[src/rtl/priority_decoder.sv]
// Decodes an encoded (index, any) word back into a one-hot vector, with a
// two-entry skid buffer so the outputs are registered at full throughput.
module priority_decoder #(
    parameter int N = 4,
    parameter int W = $clog2(N)
) (
    input  logic         clk,
    input  logic         rst,
    input  logic         in_valid,
    output logic         in_ready,
    input  logic [W-1:0] y,
    input  logic         z,
    output logic         out_valid,
    input  logic         out_ready,
    output logic [N-1:0] w,
    output logic         err,
    output logic         err_sticky
);

    typedef enum logic [1:0] {EMPTY, ONE, TWO} state_t;

    typedef struct packed {
        logic         err;
        logic [N-1:0] w;
    } word_t;

    // One extra bit so the bound itself is representable when N is a power of 2.
    localparam logic [W:0] N_LIM = (W+1)'(N);

    state_t state_q, state_d;
    word_t  main_q, main_d;
    word_t  skid_q, skid_d;
    logic   sticky_q, sticky_d;
    word_t  dec;
    logic   acc, hand;

    always_comb begin
        dec = '0;
        for (int i = 0; i < N; i++) begin
            dec.w[i] = z && (y == W'(i));
        end
        dec.err = z && ({1'b0, y} >= N_LIM);
    end

    // in_ready is a function of state only; rst masks it so nothing is taken
    // on a reset cycle.
    assign in_ready  = !rst && (state_q != TWO);
    assign out_valid = (state_q != EMPTY);
    assign acc       = in_valid && in_ready;
    assign hand      = out_valid && out_ready;

    always_comb begin
        state_d  = state_q;
        main_d   = main_q;
        skid_d   = skid_q;
        sticky_d = sticky_q | (acc && dec.err);
        unique case (state_q)
            EMPTY: begin
                if (acc) begin
                    main_d  = dec;
                    state_d = ONE;
                end
            end
            ONE: begin
                if (acc && hand) begin
                    main_d = dec;
                end else if (acc) begin
                    skid_d  = dec;
                    state_d = TWO;
                end else if (hand) begin
                    state_d = EMPTY;
                end
            end
            TWO: begin
                if (hand) begin
                    main_d  = skid_q;
                    state_d = ONE;
                end
            end
            default: state_d = EMPTY;
        endcase
    end

    always_ff @(posedge clk) begin
        if (rst) begin
            state_q  <= EMPTY;
            main_q   <= '0;
            skid_q   <= '0;
            sticky_q <= 1'b0;
        end else begin
            state_q  <= state_d;
            main_q   <= main_d;
            skid_q   <= skid_d;
            sticky_q <= sticky_d;
        end
    end

    assign w          = main_q.w;
    assign err        = main_q.err;
    assign err_sticky = sticky_q;

endmodule
[config.mk]
export PLATFORM = sky130hd
export DESIGN_NAME = priority_decoder
export DESIGN_NICKNAME = d
export VERILOG_FILES = /design/src/rtl/priority_decoder.sv
export SDC_FILE = /design/constraint.sdc
export NUM_CORES = 1
export LEC_CHECK = 0
export CELL_PAD_IN_SITES_DETAIL_PLACEMENT = 0
export CELL_PAD_IN_SITES_GLOBAL_PLACEMENT = 1
export CORE_MARGIN = 2
export CORE_UTILIZATION = 40
export DETAILED_ROUTE_END_ITERATION = 6
export DONT_BUFFER_PORTS = 1
export HOLD_SLACK_MARGIN = 0.12
export MAX_ROUTING_LAYER = met4
export PLACE_DENSITY_LB_ADDON = 0.1
export SKIP_LAST_GASP = 1
export SLEW_MARGIN = 40
export SYNTH_ARGS = -nofsm -noshare
export SYNTH_HDL_FRONTEND = slang
export SYNTH_SLANG_ARGS = --single-unit
[constraint.sdc]
create_clock -name clk -period 1.35 [get_ports clk]
set_input_delay 0.2025 -clock clk [delete_from_list [all_inputs] [get_ports clk]]
set_output_delay 0.2025 -clock clk [all_outputs]
set_load 0.02 [all_outputs]
# After elaboration in Yosys (flattened, before gate mapping)
# Index checks and enable logic that the tools add are counted.
[totals]
input_bits = 7
wordCells = 42
register_bits = 11
output_inout_bits = 8
[op_classes]
mux = 10
n_reduce_logical = 16
n_eq_ne = 11
bitwise_logic = 1
[ops]
columns = ["cell", "n"]
rows = [
  ["$mux W5", 3],
  ["$pmux W5 S3", 1],
  ["$mux W2", 5],
  ["$ne A2 B2 Y1 const B", 5],
  ["$logic_and A1 B1 Y1", 8],
  ["$reduce_and A4 Y1", 2],
  ["$eq A2 B2 Y1 const B", 3],
  ["$pmux W2 S3", 1],
  ["$eq A2 B1 Y1 const B", 2],
  ["$logic_not A2 Y1", 2],
  ["$ne A3 B3 Y1 const B", 1],
  ["$reduce_and A3 Y1", 1],
  ["$reduce_bool A3 Y1", 1],
  ["$reduce_bool A2 Y1", 1],
  ["$logic_not A1 Y1", 1],
  ["$not A1 Y1", 1],
]

# Longest topological paths before layout
# Gate-level depths: netlist (run 1).
[logic_depth]
ltp_word = 6
ltp_mapped = 4
ltp_nobuf = 3

# Worst setup path after synthesis (run 1)
# OpenSTA, ideal clock, no wires.
[synth_timing]
path_type = "reg2out"
from = "register state_q[0]"
to = "output port in_ready"
path_slack_ns = 0.155
stages_incl_launch_ff = 4
required_time_ns = 1.148
arrival_ns = 0.992
path_cell_list = "dfxtp_1 -> nand2b_1 -> buf_4 -> nor2b_1"
[synth_via]
elab_chain_cells = 2
[synth_lines]
columns = ["item", "line", "source"]
rows = [
  ["from (decl)", "30", "state_t state_q, state_d;"],
  ["from (signal assigned)", "91", "state_q <= state_d;"],
  ["$ne A2 B2 Y1", "47", "assign in_ready = !rst && (state_q != TWO);"],
  ["$logic_and A1 B1 Y1", "47", ""],
  ["to (decl)", "10", "output logic in_ready,"],
]
# No other way between the ends.

# Worst setup path after layout (run 1)
# Ends and elaborated chain as after synthesis.

==> results of run 1 <==
area by class of cell:
type | count | area [um2] | share of cell area (%)
inverters | 1 | 3.75 | 0.560
repair buffers | 7 | 60.1 | 8.96
flip-flops and latches | 10 | 205 | 30.6
well taps | 15 | 18.8 | 2.80
clock buffers | 3 | 22.5 | 3.36
multi-input cells | 47 | 360 | 53.7
synth_stat cells (all sizes together):
cell type   n
and4bb      1
inv         1
and3        1
buf         4
nand4bb     1
mux2i       5
a31o        1
a21oi       5
and3b       3
nor2        1
nor3b       1
dfxtp      10
or3b        1
a311oi      4
o21ai       4
or2         1
nand2b      2
nand2       1
o21ba       1
clkbuf      1
conb        1
a211oi      5
nand3       1
nor2b       2
nand3b      4
cells by family (layout without fill, tap and decap cells):
family                 Yosys count  count (layout)  share of synthesized area [%]
other                            1               2                          0.642
AND/OR/NAND/NOR                 20              20                           25.7
AO/OA/AOI/OAI                   20              20                           24.8
buffers and inverters            6              11                           5.99
flip-flops                      10              10                           34.3
multiplexers                     5               5                           8.57
power by group:
part           total [uW]  switching [uW]  internal (uW)
sequential            331            22.4            309
combinational         102            50.7           51.6
clock                 196            92.9            103
tightest hold or removal path, delay by kind of cell:
| family | cells | cell delay, ns |
|---|---|---|
| and+or+nand+nor | 2 | 0.12 |
| AOI/OAI and AO/OA | 1 | 0.05 |
stage by stage:
stage	setup WS, ns	hold slack (ns)
after floorplan	0.155	0.275
after global routing	0.0184	0.189
final	0.0727	0.169
after detailed placement	0.128	0.276
after CTS	0.0319	0.152
after global placement	0.117	0.274
sequential cells by signal (all words and copies together) (netlist names):
register / cells
w: 4
skid_q: 4
state_q: 2
per-layer routing:
metal  up-vias  global-route usage (%)  share of wire [%]
li1        248                       -                  -
met1       223                    21.8                 49
met4         0                    5.63                  0
met3         0                    6.47                4.2
met2        16                    22.8                 47
met5         -                       -                  0
worst max path at each step:
stage,from,endpoint,depth (start not counted)
floorplan,state_q[0],in_ready,3
global placement,state_q[0],state_q[0],4
CTS,state_q[0],in_ready,3
global route,state_q[0],in_ready,3
finish,state_q[0],in_ready,3
detailed placement,state_q[0],state_q[0],4
repair_timing:
action	4_1_cts	5_1_grt
hold buffers	3	0
endpoints found under the hold margin	10	0
cloned	0	0
resized for setup	4	1
setup endpoints to repair	1	1
setup buffers	0	2
==> reports/metrics.cfg, run 1 <==
[clocking]
clock_latency_ns=0.26
cts_tree=built
cts_max_path_buffers=2
path_clk_slew_ns=0.06
htree_levels=1
cts_buffers=3
cts_root_buffer=clkbuf_4
clkSinkCount=10

[worst_setup_path]
critPathMaxFanout=6
crit-reg2reg-launch=state_q[0]
reg2reg_depth=4
path_cells=nand2b_4 > nor2b_1 > buf_4
reg2reg_to=state_q[0]
worst-endpoint-arrival_ns=1.07
critPathLaunchType=flip-flop
slowest_delay_ns=0.37
rrSetupSlack_ns=0.15
critPathKind=flip-flop to output pin
crit_family=flip-flops
slowest_stage=dfxtp_4
worst-path-buf-inv=1
cp.required_ns=1.15
worst_setup_path_end_kind=output pin

[global_routing]
overflow=0
grt_antenna_before_repair=0
grt_max_degree=15
grt_pass1_vias=450
grt_first_pass_wirelength_mm=2.15
track_usage_pct=16.5

[final_layout]
utilization_pct=50.3
drive_above_1_share_pct=17.6
nNetsFinal=77
diodes=0
final_cell_count_no_fill=83
design_area_um2=671
area_delta_synth_final_pct=14.8
final_common_cell=dfxtp_1
fillers=137
final_cell_mix=dfxtp_1 (8), a21oi_1 (5), mux2i_1 (5), a211oi_1 (5)

[die]
die_y_um=42.2
die_area_um2=1780
rows=13
io_pins=15
initial_core_util_pct=43.8
core-area_um2=1330
die_w_um=42.2

[sta]
period_share_pct=94.6
finalSetupTns_ns=0
setup_viol=0
timing.fmax_mhz=783
rsz0062_at_grt=no
finClkSkew_ns=0.00127
slew_violations=0
post-route-min-period_ns=1.28
hold_viol=0

[routing]
route.detailed.drc=0
wl_mm=1.25
num_vias=487
drt_iter0_drc=11
dr.pass1.iters=4
wire_per_inst_um=15.1
via_per_inst=5.87
ant_nets=0

[hold_path]
worst_hold_startpoint=y[1]
worstHoldPathCells=3
hold_path.class=input port to flip-flop
worstHoldEndpoint=skid_q[0]

[synth]
synth_top_area_share_pct=34.3
yosys_warnings=0
netlist_instances=62
ys_types=27
yosysSeqAreaShare_pct=34.3
yosys_register_bits=10
syn_avg_cell_area_um2=9.42
ys_top_cells_by_area=dfxtp_1 (34%), mux2i_1 (8.6%), a211oi_1 (6.4%)
netlist_area_um2=584
synth_top_area_cell=dfxtp_1

[placed_design]
gp_congestion=0.732
io_buffers=0
place_inst=75
placed_area_um2=591
hpwl_um=837

[power_and_ir_drop]
irDropWorstVdd_mv=0.491
cellLeakagePower_uw=0.000265
total_power_uw=629
powerDensity_nw_per_um2=937

[status]
status=finished, final reports clean

[flow_run]
drv_cap=0

(Power assumes the default switching activity.)
==> run 2, diff against run 1 <==
--- a/config.mk
+++ b/config.mk
@@ -14,6 +14,7 @@
 export HOLD_SLACK_MARGIN = 0.12
 export MAX_ROUTING_LAYER = met4
 export PLACE_DENSITY_LB_ADDON = 0.1
+export RECOVER_POWER = 100
 export SKIP_LAST_GASP = 1
 export SLEW_MARGIN = 40
 export SYNTH_ARGS = -nofsm -noshare
==> run 2 against run 1 <==
Net effect: maximum frequency about the same; sequential share of layout area up 0.40 points; critical endpoint unchanged; combinational power about the same; critical path type unchanged; clock power about the same.
==> reports/metrics.cfg, run 2 (synthesized netlist as in run 1, its figures left out) <==
[clocking]
path_clk_slew_ns=0.06
cts_root_buffer=clkbuf_4
cts_max_path_buffers=2
cts_tree=built
clock_latency_ns=0.26
cts_buffers=3
htree_levels=1
clkSinkCount=10

[die]
die_y_um=42.2
die_area_um2=1780
core-area_um2=1330
die_w_um=42.2
rows=13
initial_core_util_pct=43.8
io_pins=15

[sta]
finClkSkew_ns=0.00158
finalSetupTns_ns=0
layout_setup_ws_ns=0.0729
post-route-min-period_ns=1.28
setup_viol=0
hold_viol=0
period_share_pct=94.6
rsz0062_at_grt=no
slew_violations=0
timing.fmax_mhz=783

[global_routing]
overflow=0
grt_antenna_before_repair=0
grt_max_degree=15
track_usage_pct=16.5
grt_first_pass_wirelength_mm=2.15
grt_pass1_vias=450

[worst_setup_path]
critPathLaunchType=flip-flop
critPathKind=flip-flop to output pin
worst_setup_path_end_kind=output pin
worst-endpoint-arrival_ns=1.07
critPathMaxFanout=6
cp.required_ns=1.15

[routing]
num_vias=486
route.detailed.drc=0
wire_per_inst_um=15.0
wl_mm=1.25
via_per_inst=5.86
dr.pass1.iters=4
ant_nets=0
drt_iter0_drc=13

[final_layout]
diodes=0
nNetsFinal=77
multiInputGateArea_um2=352
final_cell_mix=dfxtp_1 (8), a21oi_1 (5), mux2i_1 (5), a211oi_1 (5)
area_delta_synth_final_pct=13.3
final_common_cell=dfxtp_1
regArea_um2=205
fillers=137
drive_above_1_share_pct=16.2

[status]
status=finished, final reports clean

[flow_run]
drv_cap=0

[power_and_ir_drop]
cellLeakagePower_uw=0.000259
irDropWorstVdd_mv=0.491
powerDensity_nw_per_um2=944

[placed_design]
io_buffers=0
gp_congestion=0.732
dp_worst_setup_slack_ns=0.128
hpwl_um=837

[hold_path]
hold_path.class=input port to flip-flop

-- run 2: cell count changes in the layout (fill, tap and decap cells not counted) --
cell / delta
a31o_1: +1
a31o_4: -1
or2_1: -1
or2_0: +1
-- run 2: area by class of cell --
cell class / instances / share of cell area, %
Multi-Input combinational cell: 47 / 53.1
Sequential cell: 10 / 31.0
Timing Repair Buffer: 7 / 9.07
Clock buffer: 3 / 3.40
Tap cell: 15 / 2.84
Inverter: 1 / 0.567
-- run 2: metal layers --
| layer | routed length (um) | GRT usage, % |
|---|---|---|
| met4 | 0 | 5.63 |
| met3 | 53 | 6.47 |
| met5 | 0 | - |
| met1 | 612 | 21.8 |
| met2 | 583 | 22.8 |
-- run 2: worst paths after layout --
path	startpoint	endpoint	slack [ns]	cells past startpoint
worst max-delay path	state_q[0]	in_ready	0.07	3
worst min-delay path	y[1]	skid_q[0]	0.17	3
worst max register to register	state_q[0]	state_q[0]	0.15	4
worst min register to register	skid_q[1]	skid_q[1]	0.48	2
-- run 2: stage by stage --
| step | instance area, um2 | utilization (%) | cells | hold WS, ns | power [uW] |
|---|---|---|---|---|---|
| after floorplan | 588 | - | 63 | 0.275 | 415 |
| after global placement | 591 | 44.3 | 75 | 0.274 | 423 |
| after detailed placement | 591 | 44.3 | 75 | 0.276 | 423 |
| after CTS | 653 | 49.0 | 81 | 0.152 | 642 |
| after global routing | 662 | 49.6 | 83 | 0.189 | 663 |
| final | 662 | 49.6 | 83 | 0.169 | 625 |
-- run 2: timing repair --
action	CTS	global route
resized for setup	4	1
hold endpoints to repair	10	0
pin swaps	0	0
hold buffers	3	0
endpoints found under the setup margin	1	1
setup buffers	0	2
-- run 2: critical path, cell delays in order, from the launching register on --
cell and delay, ns:
dfxtp_4 0.37, nand2b_4 0.16, nor2b_1 0.14, buf_4 0.15
-- run 2: report_power, final --
part | internal (uW) | switching (uW) | total [uW]
sequential | 309 | 22.3 | 331
combinational | 49.0 | 49.8 | 98.8
clock | 103 | 92.7 | 195
total | 460 | 165 | 625
==> run 3, diff against run 2 <==
--- a/config.mk
+++ b/config.mk
@@ -8,7 +8,7 @@
 export CELL_PAD_IN_SITES_DETAIL_PLACEMENT = 0
 export CELL_PAD_IN_SITES_GLOBAL_PLACEMENT = 1
 export CORE_MARGIN = 2
-export CORE_UTILIZATION = 40
+export CORE_UTILIZATION = 35
 export DETAILED_ROUTE_END_ITERATION = 6
 export DONT_BUFFER_PORTS = 1
 export HOLD_SLACK_MARGIN = 0.12
==> run 3 against run 2 <==
Net effect: power grew 12%; die area increased by 13%; sequential cell count is the same; largest power group unchanged; via count rose by 2.3%; clock skew increased by 0.0071 ns; critical endpoint is now out_valid; cell area up 2.8%; worst hold slack lost 0.011 ns.
==> reports/metrics.cfg, run 3 (synthesized netlist as in run 1, its figures left out) <==
[clocking]
cts_buffers=3
clkSinkCount=10
path_clk_slew_ns=0.07
cts_root_buffer=clkbuf_4
clock_latency_ns=0.27
cts_tree=built
cts_max_path_buffers=2
htree_levels=1

[routing]
num_vias=497
wire_per_inst_um=15.2
via_per_inst=5.78
route.detailed.drc=0
drt_iter0_drc=11
dr.pass1.iters=4
wl_mm=1.31
ant_nets=0

[worst_setup_path]
path_cells=clkbuf_1 > or2_1
worst_setup_path_end_kind=output pin
worst-endpoint-arrival_ns=1.06
worst-path-buf-inv=1
cp.required_ns=1.15
slowest_delay_ns=0.36
critPathKind=flip-flop to output pin
critPathMaxFanout=5
slowest_stage=dfxtp_2
crit_family=flip-flops
critPathLaunchType=flip-flop

[sta]
hold_viol=0
finalSetupTns_ns=0
slew_violations=0
rsz0062_at_grt=no
setup_viol=0
period_share_pct=93.3
finClkSkew_ns=0.00870
post-route-min-period_ns=1.26
timing.fmax_mhz=794

[final_layout]
diodes=0
drive_above_1_share_pct=17.1
final_cell_count_no_fill=86
fillers=163
nNetsFinal=78
area_delta_synth_final_pct=16.5
final_cell_mix=dfxtp_1 (8), a21oi_1 (5), mux2i_1 (5), a211oi_1 (5)
final_common_cell=dfxtp_1
design_area_um2=681

[die]
die_area_um2=2010
die_w_um=44.9
io_pins=15
die_y_um=44.9
initial_core_util_pct=37.9
rows=14
core-area_um2=1540

[placed_design]
gp_congestion=0.691
hpwl_um=847
io_buffers=0
place_inst=76
placed_area_um2=592

[global_routing]
grt-busiest-layer=met2
grt_util_met3_pct=6.40
track_usage_pct=15.5
grtUsageMet1_pct=18.0
overflow=0
grt_antenna_before_repair=0
grtUsageMet2_pct=23.2
grt_pass1_vias=462
grt_max_degree=15
grt_first_pass_wirelength_mm=2.13

[power_and_ir_drop]
powerDensity_nw_per_um2=1030
irDropWorstVdd_mv=0.572
cellLeakagePower_uw=0.000268

[status]
status=finished, final reports clean

[flow_run]
drv_cap=0

[hold_path]
hold_path.class=input port to flip-flop

run 3: final timing paths:
kind | startpoint | endpoint | slack, ns | cells after the start
min | rst | skid_q[1] | 0.16 | 2
max reg2reg | state_q[0] | state_q[0] | 0.11 | 4
min reg2reg | skid_q[0] | skid_q[0] | 0.48 | 2
max | state_q[0] | out_valid | 0.09 | 2
run 3: metal layers:
metal | share of wire (%) | up-vias | wire [um]
met1 | 48 | 235 | 623
met5 | 0 | - | 0
met2 | 47 | 12 | 610
met3 | 4.7 | 2 | 62
met4 | 0.77 | 0 | 10
li1 | - | 248 | -
run 3: per-stage QoR:
step	util, %	hold slack [ns]	total power (uW)	setup WS, ns
floorplan	-	0.275	415	0.155
global placement	38.4	0.275	423	0.0962
detailed placement	38.4	0.276	423	0.121
CTS	43.3	0.144	719	0.00356
global route	44.2	0.165	746	0.0232
finish	44.2	0.159	702	0.0902
run 3: layout make-up:
cell class	instances	area, um2	share of cell area (%)
multi-input cells	47	352	51.7
flip-flops and latches	10	205	30.1
repair buffers	8	63.8	9.37
clock buffers	4	36.3	5.33
well taps	16	20.0	2.94
inverters	1	3.75	0.551
run 3: where the power goes:
part           internal [uW]  switching [uW]
registers                307            21.9
clock network            164             110
logic                   48.0            51.0
run 3: worst register-to-register path, delay by kind of cell (launching register included):
family,cells,cell delay [ns]
DFF,1,0.36
and+or+nand+nor,1,0.36
AOI/OAI and AO/OA,2,0.27
buffers and inverters,1,0.19
run 3: timing repair:
| action | in CTS | in global routing |
|---|---|---|
| hold buffers | 3 | 0 |
| resized for setup | 3 | 2 |
| setup endpoints to repair | 1 | 1 |
| setup buffers | 0 | 3 |
| hold endpoints to repair | 10 | 0 |
